**config.mk**
```make
export PLATFORM = sky130hd
export DESIGN_NAME = vme_master_seq_flat
export DESIGN_NICKNAME = d
export VERILOG_FILES = /design/src/rtl/vme_master_seq_if.sv /design/src/rtl/vme_master_seq.sv /design/src/flat_wrapper.sv
export SDC_FILE = /design/constraint.sdc
export NUM_CORES = 1
export LEC_CHECK = 0
export ABC_AREA = 1
export CORE_MARGIN = 1.5
export CORE_UTILIZATION = 25
export DETAILED_ROUTE_END_ITERATION = 8
export SLEW_MARGIN = 20
export SYNTH_ARGS = -nofsm -noshare
export SYNTH_HDL_FRONTEND = slang
export SYNTH_SLANG_ARGS = --single-unit
export TNS_END_PERCENT = 5
```
**constraint.sdc**
```tcl
create_clock -name clk50 -period 4.55 [get_ports clk50]
set_clock_uncertainty 0.1 [all_clocks]
set_input_delay 0.6825 -clock clk50 [delete_from_list [all_inputs] [get_ports clk50]]
set_output_delay 0.6825 -clock clk50 [all_outputs]
set_load 0.1 [all_outputs]
```
**src/rtl/vme_master_seq_if.sv**
```systemverilog
// Request/response channel between the system-side VME slave and the
// VME master cycle sequencer. One request in flight at a time.
interface vme_master_seq_if;
    logic        req_valid;
    logic        req_ready;
    logic        req_write;
    logic [30:0] req_addr;
    logic [5:0]  req_am;
    logic        req_lword;
    logic [31:0] req_wdata;
    logic        rsp_valid;
    logic [31:0] rsp_rdata;
    logic        rsp_berr;

    // Requester side (system-side VME slave)
    modport master (
        output req_valid, req_write, req_addr, req_am, req_lword, req_wdata,
        input  req_ready, rsp_valid, rsp_rdata, rsp_berr
    );

    // Sequencer side
    modport slave (
        input  req_valid, req_write, req_addr, req_am, req_lword, req_wdata,
        output req_ready, rsp_valid, rsp_rdata, rsp_berr
    );
endinterface

```
**src/rtl/vme_master_seq.sv**
```systemverilog
// Single-cycle VME master sequencer: drives address/AM/WRITE#, then AS#,
// then DS0#/DS1#, waits for a synchronized DTACK# or times out with a bus
// error, releases the strobes and reports one response pulse. A new cycle
// cannot begin while a slave is still holding DTACK# asserted.
module vme_master_seq #(
    parameter int ADDR_SETUP_CYC = 2,
    parameter int DS_DELAY_CYC   = 1,
    parameter int TIMEOUT_CYC    = 500,
    parameter int TO_W           = 10
) (
    input  logic             clk50,
    input  logic             sys_rst_n,
    vme_master_seq_if.slave  req_if,
    output logic [30:0]      vme_a_o,
    output logic [5:0]       vme_am_o,
    output logic             vme_lword_n,
    output logic             vme_write_n,
    output logic             vme_as_n,
    output logic             vme_ds0_n,
    output logic             vme_ds1_n,
    output logic [31:0]      vme_db_o,
    output logic             vme_db_oe,
    input  logic [31:0]      vme_db_i,
    input  logic             vme_dtack_n
);

    typedef enum logic [2:0] {
        ST_IDLE  = 3'd0,
        ST_SETUP = 3'd1,
        ST_AS    = 3'd2,
        ST_WAIT  = 3'd3,
        ST_REL   = 3'd4,
        ST_RSP   = 3'd5,
        ST_DREL  = 3'd6
    } state_t;

    localparam logic [TO_W-1:0] CNT_ZERO   = {TO_W{1'b0}};
    localparam logic [TO_W-1:0] CNT_ONE    = TO_W'(1);
    localparam logic [TO_W-1:0] SETUP_LAST = TO_W'(ADDR_SETUP_CYC - 1);
    localparam logic [TO_W-1:0] DS_LAST    = TO_W'(DS_DELAY_CYC - 1);
    localparam logic [TO_W-1:0] TO_LAST    = TO_W'(TIMEOUT_CYC - 1);
    localparam logic [31:0]     BERR_DATA  = 32'hDEAD_DEAD;

    state_t          state_r, state_s;
    logic [TO_W-1:0] cnt_r, cnt_s;
    logic            dtk_meta_r, dtk_r;
    logic            berr_r, berr_s;
    logic            ready_s, accept_s;
    logic            rsp_valid_r, rsp_berr_r;
    logic [31:0]     rsp_rdata_r;

    logic [30:0]     a_s;
    logic [5:0]      am_s;
    logic            lword_n_s, write_n_s, as_s, ds_s, oe_s;
    logic [31:0]     db_s, rdata_s;
    logic            valid_s, rsp_berr_s;

    assign req_if.req_ready = ready_s;
    assign req_if.rsp_valid = rsp_valid_r;
    assign req_if.rsp_rdata = rsp_rdata_r;
    assign req_if.rsp_berr  = rsp_berr_r;

    // Two-flop synchronizer turning asynchronous DTACK# into active-high dtk
    always_ff @(posedge clk50 or negedge sys_rst_n) begin
        if (!sys_rst_n) begin
            dtk_meta_r <= 1'b0;
            dtk_r      <= 1'b0;
        end else begin
            dtk_meta_r <= ~vme_dtack_n;
            dtk_r      <= dtk_meta_r;
        end
    end

    // Accept only in IDLE, out of reset, and with no slave still holding DTACK
    always_comb begin
        if (sys_rst_n && (state_r == ST_IDLE) && !dtk_r) begin
            ready_s = 1'b1;
        end else begin
            ready_s = 1'b0;
        end
        accept_s = ready_s & req_if.req_valid;
    end

    // State register
    always_ff @(posedge clk50 or negedge sys_rst_n) begin
        if (!sys_rst_n) begin
            state_r <= ST_IDLE;
        end else begin
            state_r <= state_s;
        end
    end

    // Next-state logic; DTACK is tested before the timeout so it wins a tie
    always_comb begin
        state_s = state_r;
        case (state_r)
            ST_IDLE:  if (accept_s) state_s = ST_SETUP; else state_s = ST_IDLE;
            ST_SETUP: if (cnt_r == SETUP_LAST) state_s = ST_AS; else state_s = ST_SETUP;
            ST_AS:    if (cnt_r == DS_LAST) state_s = ST_WAIT; else state_s = ST_AS;
            ST_WAIT: begin
                if (dtk_r) begin
                    state_s = ST_REL;
                end else if (cnt_r == TO_LAST) begin
                    state_s = ST_REL;
                end else begin
                    state_s = ST_WAIT;
                end
            end
            ST_REL:   state_s = ST_RSP;
            ST_RSP:   state_s = ST_DREL;
            ST_DREL: begin
                if (!dtk_r || (cnt_r == TO_LAST)) begin
                    state_s = ST_IDLE;
                end else begin
                    state_s = ST_DREL;
                end
            end
            default:  state_s = ST_IDLE;
        endcase
    end

    // Next values of the pin, counter and response registers
    always_comb begin
        cnt_s      = cnt_r + CNT_ONE;
        berr_s     = berr_r;
        a_s        = vme_a_o;
        am_s       = vme_am_o;
        lword_n_s  = vme_lword_n;
        write_n_s  = vme_write_n;
        db_s       = vme_db_o;
        oe_s       = vme_db_oe;
        as_s       = vme_as_n;
        ds_s       = vme_ds0_n;
        rdata_s    = rsp_rdata_r;
        valid_s    = 1'b0;
        rsp_berr_s = 1'b0;
        case (state_r)
            ST_IDLE: begin
                cnt_s = CNT_ZERO;
                if (accept_s) begin
                    a_s       = req_if.req_addr;
                    am_s      = req_if.req_am;
                    lword_n_s = ~req_if.req_lword;
                    write_n_s = ~req_if.req_write;
                    db_s      = req_if.req_wdata;
                    oe_s      = req_if.req_write;
                end else begin
                    oe_s = 1'b0;
                end
            end
            ST_SETUP: begin
                if (cnt_r == SETUP_LAST) begin
                    as_s  = 1'b0;
                    cnt_s = CNT_ZERO;
                end else begin
                    as_s = 1'b1;
                end
            end
            ST_AS: begin
                if (cnt_r == DS_LAST) begin
                    ds_s  = 1'b0;
                    cnt_s = CNT_ZERO;
                end else begin
                    ds_s = 1'b1;
                end
            end
            ST_WAIT: begin
                if (dtk_r) begin
                    ds_s = 1'b1;
                    oe_s = 1'b0;
                    if (vme_write_n) begin
                        rdata_s = vme_lword_n ? {16'h0000, vme_db_i[15:0]} : vme_db_i;
                    end else begin
                        rdata_s = rsp_rdata_r;
                    end
                end else if (cnt_r == TO_LAST) begin
                    ds_s    = 1'b1;
                    oe_s    = 1'b0;
                    berr_s  = 1'b1;
                    rdata_s = BERR_DATA;
                end else begin
                    ds_s = 1'b0;
                end
            end
            ST_REL: begin
                as_s       = 1'b1;
                valid_s    = 1'b1;
                rsp_berr_s = berr_r;
            end
            ST_RSP: begin
                berr_s = 1'b0;
                cnt_s  = CNT_ZERO;
            end
            ST_DREL: begin
                if (cnt_r == TO_LAST) begin
                    cnt_s = cnt_r;
                end else begin
                    cnt_s = cnt_r + CNT_ONE;
                end
            end
            default: begin
                as_s = 1'b1;
                ds_s = 1'b1;
                oe_s = 1'b0;
            end
        endcase
    end

    // Pin, counter and response registers; reset negates every strobe at once
    always_ff @(posedge clk50 or negedge sys_rst_n) begin
        if (!sys_rst_n) begin
            cnt_r       <= CNT_ZERO;
            berr_r      <= 1'b0;
            vme_a_o     <= 31'h0;
            vme_am_o    <= 6'h0;
            vme_lword_n <= 1'b1;
            vme_write_n <= 1'b1;
            vme_as_n    <= 1'b1;
            vme_ds0_n   <= 1'b1;
            vme_ds1_n   <= 1'b1;
            vme_db_o    <= 32'h0;
            vme_db_oe   <= 1'b0;
            rsp_valid_r <= 1'b0;
            rsp_berr_r  <= 1'b0;
            rsp_rdata_r <= 32'h0;
        end else begin
            cnt_r       <= cnt_s;
            berr_r      <= berr_s;
            vme_a_o     <= a_s;
            vme_am_o    <= am_s;
            vme_lword_n <= lword_n_s;
            vme_write_n <= write_n_s;
            vme_as_n    <= as_s;
            vme_ds0_n   <= ds_s;
            vme_ds1_n   <= ds_s;
            vme_db_o    <= db_s;
            vme_db_oe   <= oe_s;
            rsp_valid_r <= valid_s;
            rsp_berr_r  <= rsp_berr_s;
            rsp_rdata_r <= rdata_s;
        end
    end

endmodule

```
**src/flat_wrapper.sv**
```systemverilog
// flat-port wrapper written by rule: the top's interface ports become plain ports
module vme_master_seq_flat 
#(
    parameter int ADDR_SETUP_CYC = 2,
    parameter int DS_DELAY_CYC   = 1,
    parameter int TIMEOUT_CYC    = 500,
    parameter int TO_W           = 10
)
  (clk50, sys_rst_n, vme_a_o, vme_am_o, vme_lword_n, vme_write_n, vme_as_n, vme_ds0_n, vme_ds1_n, vme_db_o, vme_db_oe, vme_db_i, vme_dtack_n, req_if_req_valid, req_if_req_write, req_if_req_addr, req_if_req_am, req_if_req_lword, req_if_req_wdata, req_if_req_ready, req_if_rsp_valid, req_if_rsp_rdata, req_if_rsp_berr);
  vme_master_seq_if req_if_i ();
  input  logic clk50;
  input  logic sys_rst_n;
  output logic [30:0] vme_a_o;
  output logic [5:0] vme_am_o;
  output logic vme_lword_n;
  output logic vme_write_n;
  output logic vme_as_n;
  output logic vme_ds0_n;
  output logic vme_ds1_n;
  output logic [31:0] vme_db_o;
  output logic vme_db_oe;
  input  logic [31:0] vme_db_i;
  input  logic vme_dtack_n;
  input wire logic [$bits(req_if_i.req_valid)-1:0] req_if_req_valid;
  input wire logic [$bits(req_if_i.req_write)-1:0] req_if_req_write;
  input wire logic [$bits(req_if_i.req_addr)-1:0] req_if_req_addr;
  input wire logic [$bits(req_if_i.req_am)-1:0] req_if_req_am;
  input wire logic [$bits(req_if_i.req_lword)-1:0] req_if_req_lword;
  input wire logic [$bits(req_if_i.req_wdata)-1:0] req_if_req_wdata;
  output wire logic [$bits(req_if_i.req_ready)-1:0] req_if_req_ready;
  output wire logic [$bits(req_if_i.rsp_valid)-1:0] req_if_rsp_valid;
  output wire logic [$bits(req_if_i.rsp_rdata)-1:0] req_if_rsp_rdata;
  output wire logic [$bits(req_if_i.rsp_berr)-1:0] req_if_rsp_berr;
  assign req_if_i.req_valid = req_if_req_valid;
  assign req_if_i.req_write = req_if_req_write;
  assign req_if_i.req_addr = req_if_req_addr;
  assign req_if_i.req_am = req_if_req_am;
  assign req_if_i.req_lword = req_if_req_lword;
  assign req_if_i.req_wdata = req_if_req_wdata;
  assign req_if_req_ready = req_if_i.req_ready;
  assign req_if_rsp_valid = req_if_i.rsp_valid;
  assign req_if_rsp_rdata = req_if_i.rsp_rdata;
  assign req_if_rsp_berr = req_if_i.rsp_berr;
  vme_master_seq #(.ADDR_SETUP_CYC(ADDR_SETUP_CYC), .DS_DELAY_CYC(DS_DELAY_CYC), .TIMEOUT_CYC(TIMEOUT_CYC), .TO_W(TO_W)) u_core (.clk50(clk50), .sys_rst_n(sys_rst_n), .req_if(req_if_i), .vme_a_o(vme_a_o), .vme_am_o(vme_am_o), .vme_lword_n(vme_lword_n), .vme_write_n(vme_write_n), .vme_as_n(vme_as_n), .vme_ds0_n(vme_ds0_n), .vme_ds1_n(vme_ds1_n), .vme_db_o(vme_db_o), .vme_db_oe(vme_db_oe), .vme_db_i(vme_db_i), .vme_dtack_n(vme_dtack_n));
endmodule
```
==> metrics.cfg <==
[routing]
dr.pass1.iters=4
routed_wl_um=16100
vias_per_cell=4.26
drc_errors=0
vias=4877
drtIter0Drc=179
wire_per_inst_um=14.1
antenna_left=0

[synthesis]
ys_ff_latch=124
ys_types=35
yosys_warnings=0
synth_fp_nets=758
syn_inst=648
post-synth-top-count-cell=nand2_1
ys.flop_type=dfrtp_1
ys_seq_area_frac=0.569
synth_common_cells=nand2_1, dfrtp_1, nand4_1
yosys-top-cells-area=dfrtp_1, nand2_1, nand4_1
yosysTopAreaCell=dfrtp_1
synth_edf_count=0
ys_async_sr_fraction=1.00
netlist.area_leader.share=0.550
synth_area_mm2=0.00546
avgSynthCellArea_um2=8.43

[setup_path]
worst-path-max-fanout=8
cpPeakStageDelay_ns=1.16
cp_slowest_cell=clkdlybuf4s50_1
endpoint_kind=output port
crit_chain=clkdlybuf4s50_1
critical-path-top-delay-family=buffers and inverters
crit_cells=1
start_kind=flip-flop
critical_path_buf_inv_count=1
reg2reg_depth=7
crit_type=flip-flop to output port
crit_arrival_ns=2.18
cp.required_ns=3.77

[floorplanning]
die_w_um=151
rows=53
die_area_mm2=0.0227
die_h_um=151
start_util=0.257
core_area_mm2=0.0212
ios=217

[global_route]
antenna_found_initial=0
grt_pass1_vias=4753
busiest_layer=met2
grt_usage=0.145
met2_usage=0.221
use_met3=0.0554
use_met1=0.189
grt_start_max_net_pins=73
grt_pass1_wl_um=25200
grt.overflow.total=0

[placed_design]
place_area_mm2=0.00779
place_inst=1113
hpwl_um=11100
io_buffer_count=216
gp_congestion=0.763

[timing]
slew_violations=0
relSlewSlack=0.315
setup_viol=0
finalHoldViolations=0
rsz0062_at_grt=no
fin_crit_sh=0.652
fmax_mhz=337
period_needed_ns=2.97
tightestPinTransition_ns=1.02
fin_setup_tns_ns=0

[cts]
ctsHoldBuffers=0
cts_tree=built
postCtsSetupBuffers=0
worstSkewPairLatency_ns=0.41
cts_resized=0
htree_num_levels=4
cts_sinks=124
clockBufferDepth=2
cts_made_buffers=17
clockRootBuffer=clkbuf_16
clk_pin_slew_worst_paths_ns=0.06

[min_path]
hold_path_depth=0
hp-class=flip-flop to flip-flop

[layout]
area_growth_pct=52.8
drive_gt1_frac=0.0782
stdcell_count=1145
diodes=0
regArea_mm2=0.00311
nFillCells=2193
multiInputGateArea_mm2=0.00200
fin_area_mm2=0.00834
finalNetCount=967

[run]
cap_violations=0

[run_status]
status=complete, no violations

-- kinds of logic (layout without fill, tap and decap cells) --
family | Yosys count | count (layout) | share of synthesized area
DFF | 124 | 124 | 0.569
and+or+nand+nor | 441 | 441 | 0.342
xor gates and xnor gates | 4 | 4 | 0.00642
buffers and inverters | 66 | 288 | 0.0642
adders and majority gates | 3 | 3 | 0.00688
AOI/OAI and AO/OA | 10 | 10 | 0.0117
-- through the flow --
step / setup WS [ns] / util / hold slack (ns)
3_3_place_gp: 1.84 / 0.367 / 0.233
4_1_cts: 1.56 / 0.393 / 0.250
6_report: 1.58 / 0.393 / 0.250
5_1_grt: 1.53 / 0.393 / 0.257
2_1_floorplan: 0.977 / - / 0.231
3_5_place_dp: 1.83 / 0.367 / 0.236
-- layout by cell type, fill, tap and decap left out, drive strengths merged --
master         netlist  final
a21oi                2      2
a31oi                1      1
buf                 24      8
bufinv               0      1
clkbuf               8     21
clkdlybuf4s50        0    214
clkinv               0      4
clkinvlp             0      6
dfrtp              120    120
dfstp                4      4
ha                   3      3
inv                 34     34
nand2              336    336
nand3               20     20
nand4               37     37
nor2                32     32
nor3                 3      3
nor3b                1      1
o211ai               2      2
o21a                 2      2
o21ai                2      2
o21bai               1      1
or2                 12     12
xnor2                2      2
xor2                 2      2
-- sequential cells by signal (all words and copies together), names as in the netlist --
signal / cells
u_core.dtk_r: 1
u_core.vme_lword_n: 1
u_core.vme_write_n: 1
u_core.state_r: 3
u_core.req_if.rsp_valid: 1
u_core.cnt_r: 10
u_core.berr_r: 1
u_core.vme_am_o: 6
u_core.vme_ds0_n: 1
u_core.vme_db_oe: 1
u_core.req_if.rsp_rdata: 32
u_core.vme_a_o: 31
u_core.vme_as_n: 1
u_core.vme_db_o: 32
u_core.dtk_meta_r: 1
u_core.req_if.rsp_berr: 1
-- final timing paths --
kind | to | slack (ns) | from
hold reg to reg | u_core.dtk_r$_DFF_PN0_ | 0.25 | u_core.dtk_meta_r$_DFF_PN0_
hold / removal | u_core.dtk_r$_DFF_PN0_ | 0.25 | u_core.dtk_meta_r$_DFF_PN0_
setup / recovery | vme_write_n | 1.58 | u_core.vme_write_n$_DFFE_PN1P_
setup reg to reg | u_core.req_if.rsp_rdata[15]$_DFFE_PN0P_ | 2.12 | u_core.dtk_r$_DFF_PN0_
max in group asynchronous | u_core.req_if.rsp_rdata[0]$_DFFE_PN0P_ | 2.63 | sys_rst_n
min in group asynchronous | u_core.req_if.rsp_rdata[16]$_DFFE_PN0P_ | 0.34 | sys_rst_n
-- layout make-up --
type | count | share of cell area
clock buffer | 21 | 0.0552
clock inverter | 11 | 0.0114
inverter | 34 | 0.0156
multi-input combinational | 458 | 0.240
sequential | 124 | 0.373
tap | 275 | 0.0412
timing repair buffer | 222 | 0.264
-- metal layers --
| layer | part of all wire | vias to the layer above | wire length, um |
|---|---|---|---|
| met5 | 0 | - | 0 |
| met4 | 0.012 | 0 | 198 |
| met3 | 0.090 | 12 | 1450 |
| met2 | 0.44 | 186 | 7060 |
| met1 | 0.46 | 2245 | 7420 |
| li1 | - | 2434 | - |
Power is left out: the tool's default activity adds up to more than one toggle a clock period on the data nets, which glitch-free logic cannot reach.
